`src/rtl/io_input_debounce_if.sv`:
```
// io_input_debounce_if: raw switch inputs, flag clear and debounced outputs
interface io_input_debounce_if;
  logic [9:0] sw_raw;
  logic       clr_chg;
  logic [4:0] in_port0;
  logic [4:0] in_port1;
  logic       chg0;
  logic       chg1;
  logic [9:0] rise_pulse;
  logic [7:0] evt_count;
  modport master (
    output sw_raw, clr_chg,
    input  in_port0, in_port1, chg0, chg1, rise_pulse, evt_count
  );
  modport slave (
    input  sw_raw, clr_chg,
    output in_port0, in_port1, chg0, chg1, rise_pulse, evt_count
  );
endinterface

```
`src/rtl/io_input_debounce.sv`:
```
// io_input_debounce: 10-bit switch synchronizer/debouncer with change flags, rise pulses and event count
module io_input_debounce #(
  parameter int unsigned DB_CYCLES = 4
) (
  input logic                clock,
  input logic                resetn,
  io_input_debounce_if.slave bus
);
  localparam int unsigned CW = $clog2(DB_CYCLES + 1);
  logic [9:0]    sync1_q, sync2_q, stb_q, stb_d, rise_q, rise_d;
  logic [CW-1:0] cnt_q [10];
  logic [CW-1:0] cnt_d [10];
  logic          chg0_q, chg0_d, chg1_q, chg1_d;
  logic [7:0]    evt_q, evt_d;
  logic [3:0]    pop;
  logic [8:0]    sum;
  always_comb begin
    stb_d = stb_q;
    for (int i = 0; i < 10; i++) begin
      cnt_d[i] = '0;
      if (sync2_q[i] != stb_q[i]) begin
        if (32'(cnt_q[i]) + 32'd1 == DB_CYCLES) stb_d[i] = sync2_q[i];
        else cnt_d[i] = cnt_q[i] + 1'b1;
      end
    end
    rise_d = stb_d & ~stb_q;
    pop = '0;
    for (int j = 0; j < 10; j++) pop = pop + 4'(rise_d[j]);
    sum = 9'(evt_q) + 9'(pop);
    evt_d = sum[8] ? 8'hFF : sum[7:0];
    // a change on the clearing edge wins over the clear
    chg0_d = (|(stb_d[4:0] ^ stb_q[4:0])) | (chg0_q & ~bus.clr_chg);
    chg1_d = (|(stb_d[9:5] ^ stb_q[9:5])) | (chg1_q & ~bus.clr_chg);
  end
  always_ff @(posedge clock or negedge resetn) begin
    if (!resetn) begin
      sync1_q <= '0;
      sync2_q <= '0;
      stb_q   <= '0;
      rise_q  <= '0;
      cnt_q   <= '{default: '0};
      chg0_q  <= 1'b0;
      chg1_q  <= 1'b0;
      evt_q   <= '0;
    end else begin
      sync1_q <= bus.sw_raw;
      sync2_q <= sync1_q;
      stb_q   <= stb_d;
      rise_q  <= rise_d;
      cnt_q   <= cnt_d;
      chg0_q  <= chg0_d;
      chg1_q  <= chg1_d;
      evt_q   <= evt_d;
    end
  end
  assign bus.in_port0   = stb_q[4:0];
  assign bus.in_port1   = stb_q[9:5];
  assign bus.chg0       = chg0_q;
  assign bus.chg1       = chg1_q;
  assign bus.rise_pulse = rise_q;
  assign bus.evt_count  = evt_q;
endmodule

```
`src/flat_wrapper.sv`:
```
// flat-port wrapper written by rule: the top's interface ports become plain ports
module io_input_debounce_flat 
#(
  parameter int unsigned DB_CYCLES = 4
)
  (clock, resetn, bus_sw_raw, bus_clr_chg, bus_in_port0, bus_in_port1, bus_chg0, bus_chg1, bus_rise_pulse, bus_evt_count);
  io_input_debounce_if bus_i ();
  input logic clock;
  input logic resetn;
  input wire logic [$bits(bus_i.sw_raw)-1:0] bus_sw_raw;
  input wire logic [$bits(bus_i.clr_chg)-1:0] bus_clr_chg;
  output wire logic [$bits(bus_i.in_port0)-1:0] bus_in_port0;
  output wire logic [$bits(bus_i.in_port1)-1:0] bus_in_port1;
  output wire logic [$bits(bus_i.chg0)-1:0] bus_chg0;
  output wire logic [$bits(bus_i.chg1)-1:0] bus_chg1;
  output wire logic [$bits(bus_i.rise_pulse)-1:0] bus_rise_pulse;
  output wire logic [$bits(bus_i.evt_count)-1:0] bus_evt_count;
  assign bus_i.sw_raw = bus_sw_raw;
  assign bus_i.clr_chg = bus_clr_chg;
  assign bus_in_port0 = bus_i.in_port0;
  assign bus_in_port1 = bus_i.in_port1;
  assign bus_chg0 = bus_i.chg0;
  assign bus_chg1 = bus_i.chg1;
  assign bus_rise_pulse = bus_i.rise_pulse;
  assign bus_evt_count = bus_i.evt_count;
  io_input_debounce #(.DB_CYCLES(DB_CYCLES)) u_core (.clock(clock), .resetn(resetn), .bus(bus_i));
endmodule
```
`config.mk`:
```
export PLATFORM = sky130hd
export DESIGN_NAME = io_input_debounce_flat
export DESIGN_NICKNAME = d
export VERILOG_FILES = /design/src/rtl/io_input_debounce_if.sv /design/src/rtl/io_input_debounce.sv /design/src/flat_wrapper.sv
export SDC_FILE = /design/constraint.sdc
export NUM_CORES = 1
export LEC_CHECK = 0
export BUFFER_PORTS_ARGS = -buffer_cell sky130_fd_sc_hd__buf_2
export CORE_MARGIN = 1.5
export CORE_UTILIZATION = 55
export DETAILED_ROUTE_END_ITERATION = 8
export GPL_TIMING_DRIVEN = 0
export HOLD_SLACK_MARGIN = 0.15
export PLACE_DENSITY = 0.76
export REMOVE_ABC_BUFFERS = 1
export SKIP_LAST_GASP = 1
export SYNTH_ARGS = -nofsm -noshare
export SYNTH_HDL_FRONTEND = slang
export SYNTH_SLANG_ARGS = --single-unit
```
`constraint.sdc`:
```
create_clock -name clock -period 5.35 [get_ports clock]
set_input_delay 0.2675 -clock clock [delete_from_list [all_inputs] [get_ports clock]]
set_output_delay 0.2675 -clock clock [all_outputs]
set_load 0.05 [all_outputs]
```
Yosys cells after proc, flatten, opt, wreduce, memory -nomap -nowiden. Index checks and enable logic that the tools add are counted.

$mul: 0. Eq/ne operators: 20. Reductions and logical operators: 2. Magnitude comparators: 0. Bitwise gates (word level): 9. Add/subtract/negate cells: 30. Shift operators: 0. Div/mod/pow operators: 0. Mux-type cells: 41.

Operator list (count): == test 32 x 3 -> 1 bit, second input constant (10); 2-to-1 mux 3 bit (20); adder 3 x 1 -> 4 bit, second input constant (10); adder 4 x 1 -> 4 bit (8); adder 3 x 1 -> 3 bit, second input constant (10); 2-to-1 mux 1 bit (20); bitwise AND 10 bit (1); inequality test 1 bit (10); inverter 10 bit (1); OR reduction 5 bit (2); bitwise XOR 5 bit (2); adder 8 x 4 -> 9 bit (1); 2-to-1 mux 8 bit (1); adder 1 x 1 -> 2 bit (1); bitwise AND 1 bit (2); OR 1 bit (2); inverter 1 bit (1).

Latch bits: 0. Word-level logic and storage cells: 119. Register bits after elaboration: 80. Memories kept: 0. Bits of input ports: 13. Memory bits (read-only): 0. Memory bits (writable): 0. Output and inout port bits: 30.

Longest topological paths before layout.
Word-level depth: 16. Mapped depth: 18. Gate-level depth less buffers: 18.

Worst setup path after synthesis. Ideal clock, no wire load.

Kind: register to register. Start: register u_core.cnt_q[27] in the netlist's numbering. End: register u_core.evt_q[5] (netlist: u_core.bus.evt_count[5]). Clock period less this slack: 4.945 ns. Required time: 5.222 ns. Stages on the path, launching flop included: 18. Setup slack: 0.405 ns. Buffers on the path: 0. Arrival: 4.818 ns. Library setup time: 0.128 ns. Cells stage by stage: dfrtp_1 -> ha_1 -> nor2b_1 -> mux2_2 -> ha_1 -> ha_1 -> inv_1 -> fa_1 -> fa_1 -> fa_1 -> fa_1 -> fa_1 -> inv_1 -> ha_1 -> a211o_1 -> a31oi_4 -> nor3_1 -> nand3b_1.

Cells in the longest elaborated chain, start to end: 16.

RTL lines: start: declaration (line io_input_debounce.sv:11) `logic [CW-1:0] cnt_q [10];`; start signal: assignment (line io_input_debounce.sv:50) `cnt_q <= cnt_d;`; adder 3 x 1 -> 4 bit (line io_input_debounce.sv:22) `if (32'(cnt_q[i]) + 32'd1 == DB_CYCLES) stb_d[i] = sync2_q[i];`; == test 32 x 3 -> 1 bit (line io_input_debounce.sv:22); 2-to-1 mux 1 bit (line io_input_debounce.sv:22); 2-to-1 mux 1 bit (line io_input_debounce.sv:21) `if (sync2_q[i] != stb_q[i]) begin`; named net u_core.stb_d[0] (line io_input_debounce.sv:10) `logic [9:0] sync1_q, sync2_q, stb_q, stb_d, rise_q, rise_d;`; bitwise AND 10 bit (line io_input_debounce.sv:26) `rise_d = stb_d & ~stb_q;`; named net u_core.rise_d[0] (line io_input_debounce.sv:10); adder 1 x 1 -> 2 bit (line io_input_debounce.sv:28) `for (int j = 0; j < 10; j++) pop = pop + 4'(rise_d[j]);`; adder 4 x 1 -> 4 bit (8 in series) (line io_input_debounce.sv:28); adder 8 x 4 -> 9 bit (line io_input_debounce.sv:29) `sum = 9'(evt_q) + 9'(pop);`; 2-to-1 mux 8 bit (line io_input_debounce.sv:30) `evt_d = sum[8] ? 8'hFF : sum[7:0];`; named net u_core.evt_d[5] (line io_input_debounce.sv:14) `logic [7:0] evt_q, evt_d;`; end signal: assignment (line io_input_debounce.sv:53) `evt_q <= evt_d;`; end: declaration (line io_input_debounce.sv:14).

The timed path passes the listed nets, and every way through them passes these cells.

Final worst setup path.
Start: register u_core.cnt_q[24] in the netlist's numbering. End: register u_core.evt_q[5] (netlist: u_core.bus.evt_count[5]).

The elaborated chain is that of the path after synthesis.

==> metrics.md <==
| Metric | Value |
|---|---|
| Clock tree skew after final layout | `0.00758 ns` |
| Required time of the worst setup path | `5.58 ns` |
| Fraction of final layout cells with drive strength greater than 1 | `0.222` |
| Relative max-transition margin | `0.744` |
| Remaining number of nets flagged by the antenna check after routing | `0` |
| Unrepaired setup endpoints after global routing | `no` |
| Clock Latency Late Sink | `0.35 ns` |
| Clock slew at the register clock pins of the worst setup and hold paths | `0.08 ns` |
| Status | `completed` |
| Total iterations of the first detailed-routing run | `4` |
| Gate count of the mapped netlist | `250` |
| Cell at the root of the clock tree | `clkbuf_8` |
| Global-route wire length before repair | `8.09 mm` |
| Number of global-route vias before repair | `1915` |
| Number of levels the H-tree was split into | `3` |
| Max Freq | `0.195 GHz` |
| Total overflow reported by the global router | `0` |
| IO Port Bufs | `42` |
| Most crowded layer after global routing | `met2` |
| Critical path arrival | `5.35 ns` |
| Starting density of the core | `0.564` |
| Endpoint class of the critical path | `flop` |
| Vias after detailed routing | `1915` |
| Overall track demand over capacity in global routing | `0.171` |
| Clock net sink count | `80` |
| Measured slew at the worst slew-check pin | `0.384 ns` |
| Number of pins with negative max-slew slack in the final report | `0` |
| Final setup violation count | `0` |
| Antenna diode count | `0` |
| Row cnt | `28` |
| Count of nets after finishing | `364` |
| Async SR Flop Fraction | `1.00` |
| # Max-Cap Violations | `0` |
| Detailed Route WL | `4.89 mm` |
| Cell variety after synth | `30` |
| Critical-path maximum fanout | `3` |
| Critical path startpoint category | `flop` |
| Die Width | `80.7 µm` |
| Min-delay worst type | `in -> reg` |
| DP HPWL | `3.64 mm` |
| Post-CTS setup buffers | `0` |
| Number of warnings printed during yosys synthesis | `0` |
| GRT met3 Usage | `0.0602` |
| Clock Path Buffers | `2` |
| Placer Congestion | `0.706` |
| Number of flip-flops and latches in the synthesized netlist | `80` |
| Y dimension of the die | `80.7 µm` |
| Pin count of the biggest net entering global routing | `53` |
| Predominant post-synthesis flop cell | `dfrtp_1` |
| Synthesized cell area | `3320 µm²` |
| Die outline area | `6510 µm²` |
| Part of the Yosys area used for sequential elements | `0.604` |
| Avg Inst Size Synth | `13.3 µm²` |
| M1 GR Usage | `0.198` |
| Count of routing violations after the opening detailed-route iteration | `30` |
| Share of the synthesized area in the top cell type | `0.604` |
| Post-synth EDFFs | `0` |
| Inserted Clock Buffers | `9` |
| Synth area leaders | `dfrtp_1 (60%), ha_1 (11%), fa_1 (4.2%)` |
| Area added between synthesis and finish | `20.0%` |
| Final Critical Period | `5.12 ns` |
| Routed wire length per instance | `12.4 µm` |
| Met2 Track Usage GR | `0.283` |
| Final Cycle Share | `0.956` |
| IO Count | `43` |
| CTS tree | `built` |
| Number of antenna violations at the first check in global routing | `0` |
| Biggest area consumer among synthesized cells | `dfrtp_1` |
| DRC Markers | `0` |
| Total negative slack for setup checks | `0 ns` |
| Critical setup path kind | `reg -> reg` |
| Core footprint | `5890 µm²` |
| Number of vias per cell | `4.85` |
| Number of hold violations in the final report | `0` |
through the flow:
| stage | instances | hold slack [ns] | instance area (µm²) | util | worst slack, ns |
|---|---|---|---|---|---|
| 6_report | 395 | 0.178 | 3980 | 0.676 | 0.234 |
| 5_1_grt | 395 | 0.159 | 3980 | 0.676 | 0.00849 |
| 4_1_cts | 395 | 0.164 | 3980 | 0.676 | 0.154 |
| 3_5_place_dp | 368 | 0.224 | 3650 | 0.620 | 0.163 |
| 3_3_place_gp | 367 | 0.333 | 3620 | 0.615 | 0.215 |
| 2_1_floorplan | 250 | -0.0281 | 3320 | - | 0.405 |
kinds of logic after synthesis:
kind of cell / count (synthesis) / synth area share
xor+xnor: 12 / 0.0317
flops: 80 / 0.604
mux: 10 / 0.0340
fa+ha+maj: 36 / 0.152
simple gates: 66 / 0.106
compound gates: 14 / 0.0370
buf+inv: 32 / 0.0362
timing repair:
item	4_1_cts	5_1_grt
endpoints found under the setup margin	0	1
hold buffers	11	0
resized for setup	0	1
endpoints found under the hold margin	38	0
layer usage:
| metal | vias to the layer above | part of all wire |
|---|---|---|
| met1 | 933 | 0.44 |
| li1 | 943 | - |
| met5 | - | 0 |
| met4 | 0 | 0.019 |
| met2 | 30 | 0.50 |
| met3 | 9 | 0.043 |
cells in the final DEF (no fill, tap or decap), types with 2 or more instances in the layout:
| cell type | n |
|---|---|
| dfrtp_1 | 80 |
| buf_2 | 41 |
| inv_1 | 32 |
| ha_1 | 29 |
| nor2_1 | 21 |
| nor3b_1 | 13 |
| dlygate4sd3_1 | 11 |
| nand2b_1 | 10 |
| mux2_2 | 10 |
| xnor2_1 | 10 |
| nand2_1 | 9 |
| clkbuf_8 | 9 |
| fa_1 | 7 |
| nor2b_1 | 3 |
| and3_1 | 3 |
| xor2_1 | 2 |
| a21oi_1 | 2 |
| nand3_1 | 2 |
| o2111ai_1 | 2 |
| inv_6 | 2 |
| bufinv_16 | 2 |
sequential cells by signal, indices dropped and copies added (netlist names):
| name | flops |
|---|---|
| u_core.cnt_q | 30 |
| u_core.bus.rise_pulse | 10 |
| u_core.stb_q | 10 |
| u_core.sync1_q | 10 |
| u_core.sync2_q | 10 |
| u_core.bus.evt_count | 8 |
| u_core.bus.chg0 | 1 |
| u_core.bus.chg1 | 1 |
area by class of cell:
type	count	area, µm²
inverters	32	120
well taps	75	93.8
fillers	438	1900
clock inverters	6	90.1
flip-flops and latches	80	2000
repair buffers	54	350
multi-input cells	138	1200
clock buffers	10	128
path summary, 6_finish.rpt:
| path | start | end | slack (ns) | depth (start not counted) |
|---|---|---|---|---|
| max | u_core.cnt_q[24] | u_core.bus.evt_count[5] | 0.23 | 17 |
| min | bus_clr_chg | u_core.bus.chg1 | 0.18 | 2 |
| max reg2reg | u_core.cnt_q[24] | u_core.bus.evt_count[5] | 0.23 | 17 |
| min reg2reg | u_core.sync1_q[1] | u_core.sync2_q[1] | 0.35 | 0 |
| max in group asynchronous | resetn | u_core.stb_q[4] | 4.40 | 3 |
| min in group asynchronous | resetn | u_core.cnt_q[3] | 0.38 | 2 |
critical path: stages (launching register included):
cell      delay [ns]
dfrtp_1         0.39
ha_1            0.21
nand2b_1        0.11
mux2_2          0.35
ha_1            0.21
ha_1            0.28
inv_1           0.04
fa_1            0.45
fa_1            0.50
fa_1            0.43
fa_1            0.41
fa_1            0.54
inv_1           0.05
ha_1            0.26
a211o_1         0.35
a31oi_4         0.20
nor3_1          0.06
nand3b_1        0.15
Yosys cell counts (2+ instances only):
library cell / count
a21oi_1: 2
and3_1: 3
dfrtp_1: 80
fa_1: 7
ha_1: 29
inv_1: 32
mux2_2: 10
nand2_1: 9
nand2b_1: 10
nand3_1: 2
nor2_1: 21
nor2b_1: 4
nor3b_1: 13
o2111ai_1: 2
xnor2_1: 10
xor2_1: 2
Power is not shown: default switching activity piles up to over one toggle a cycle in this logic, so the estimate is an artifact.
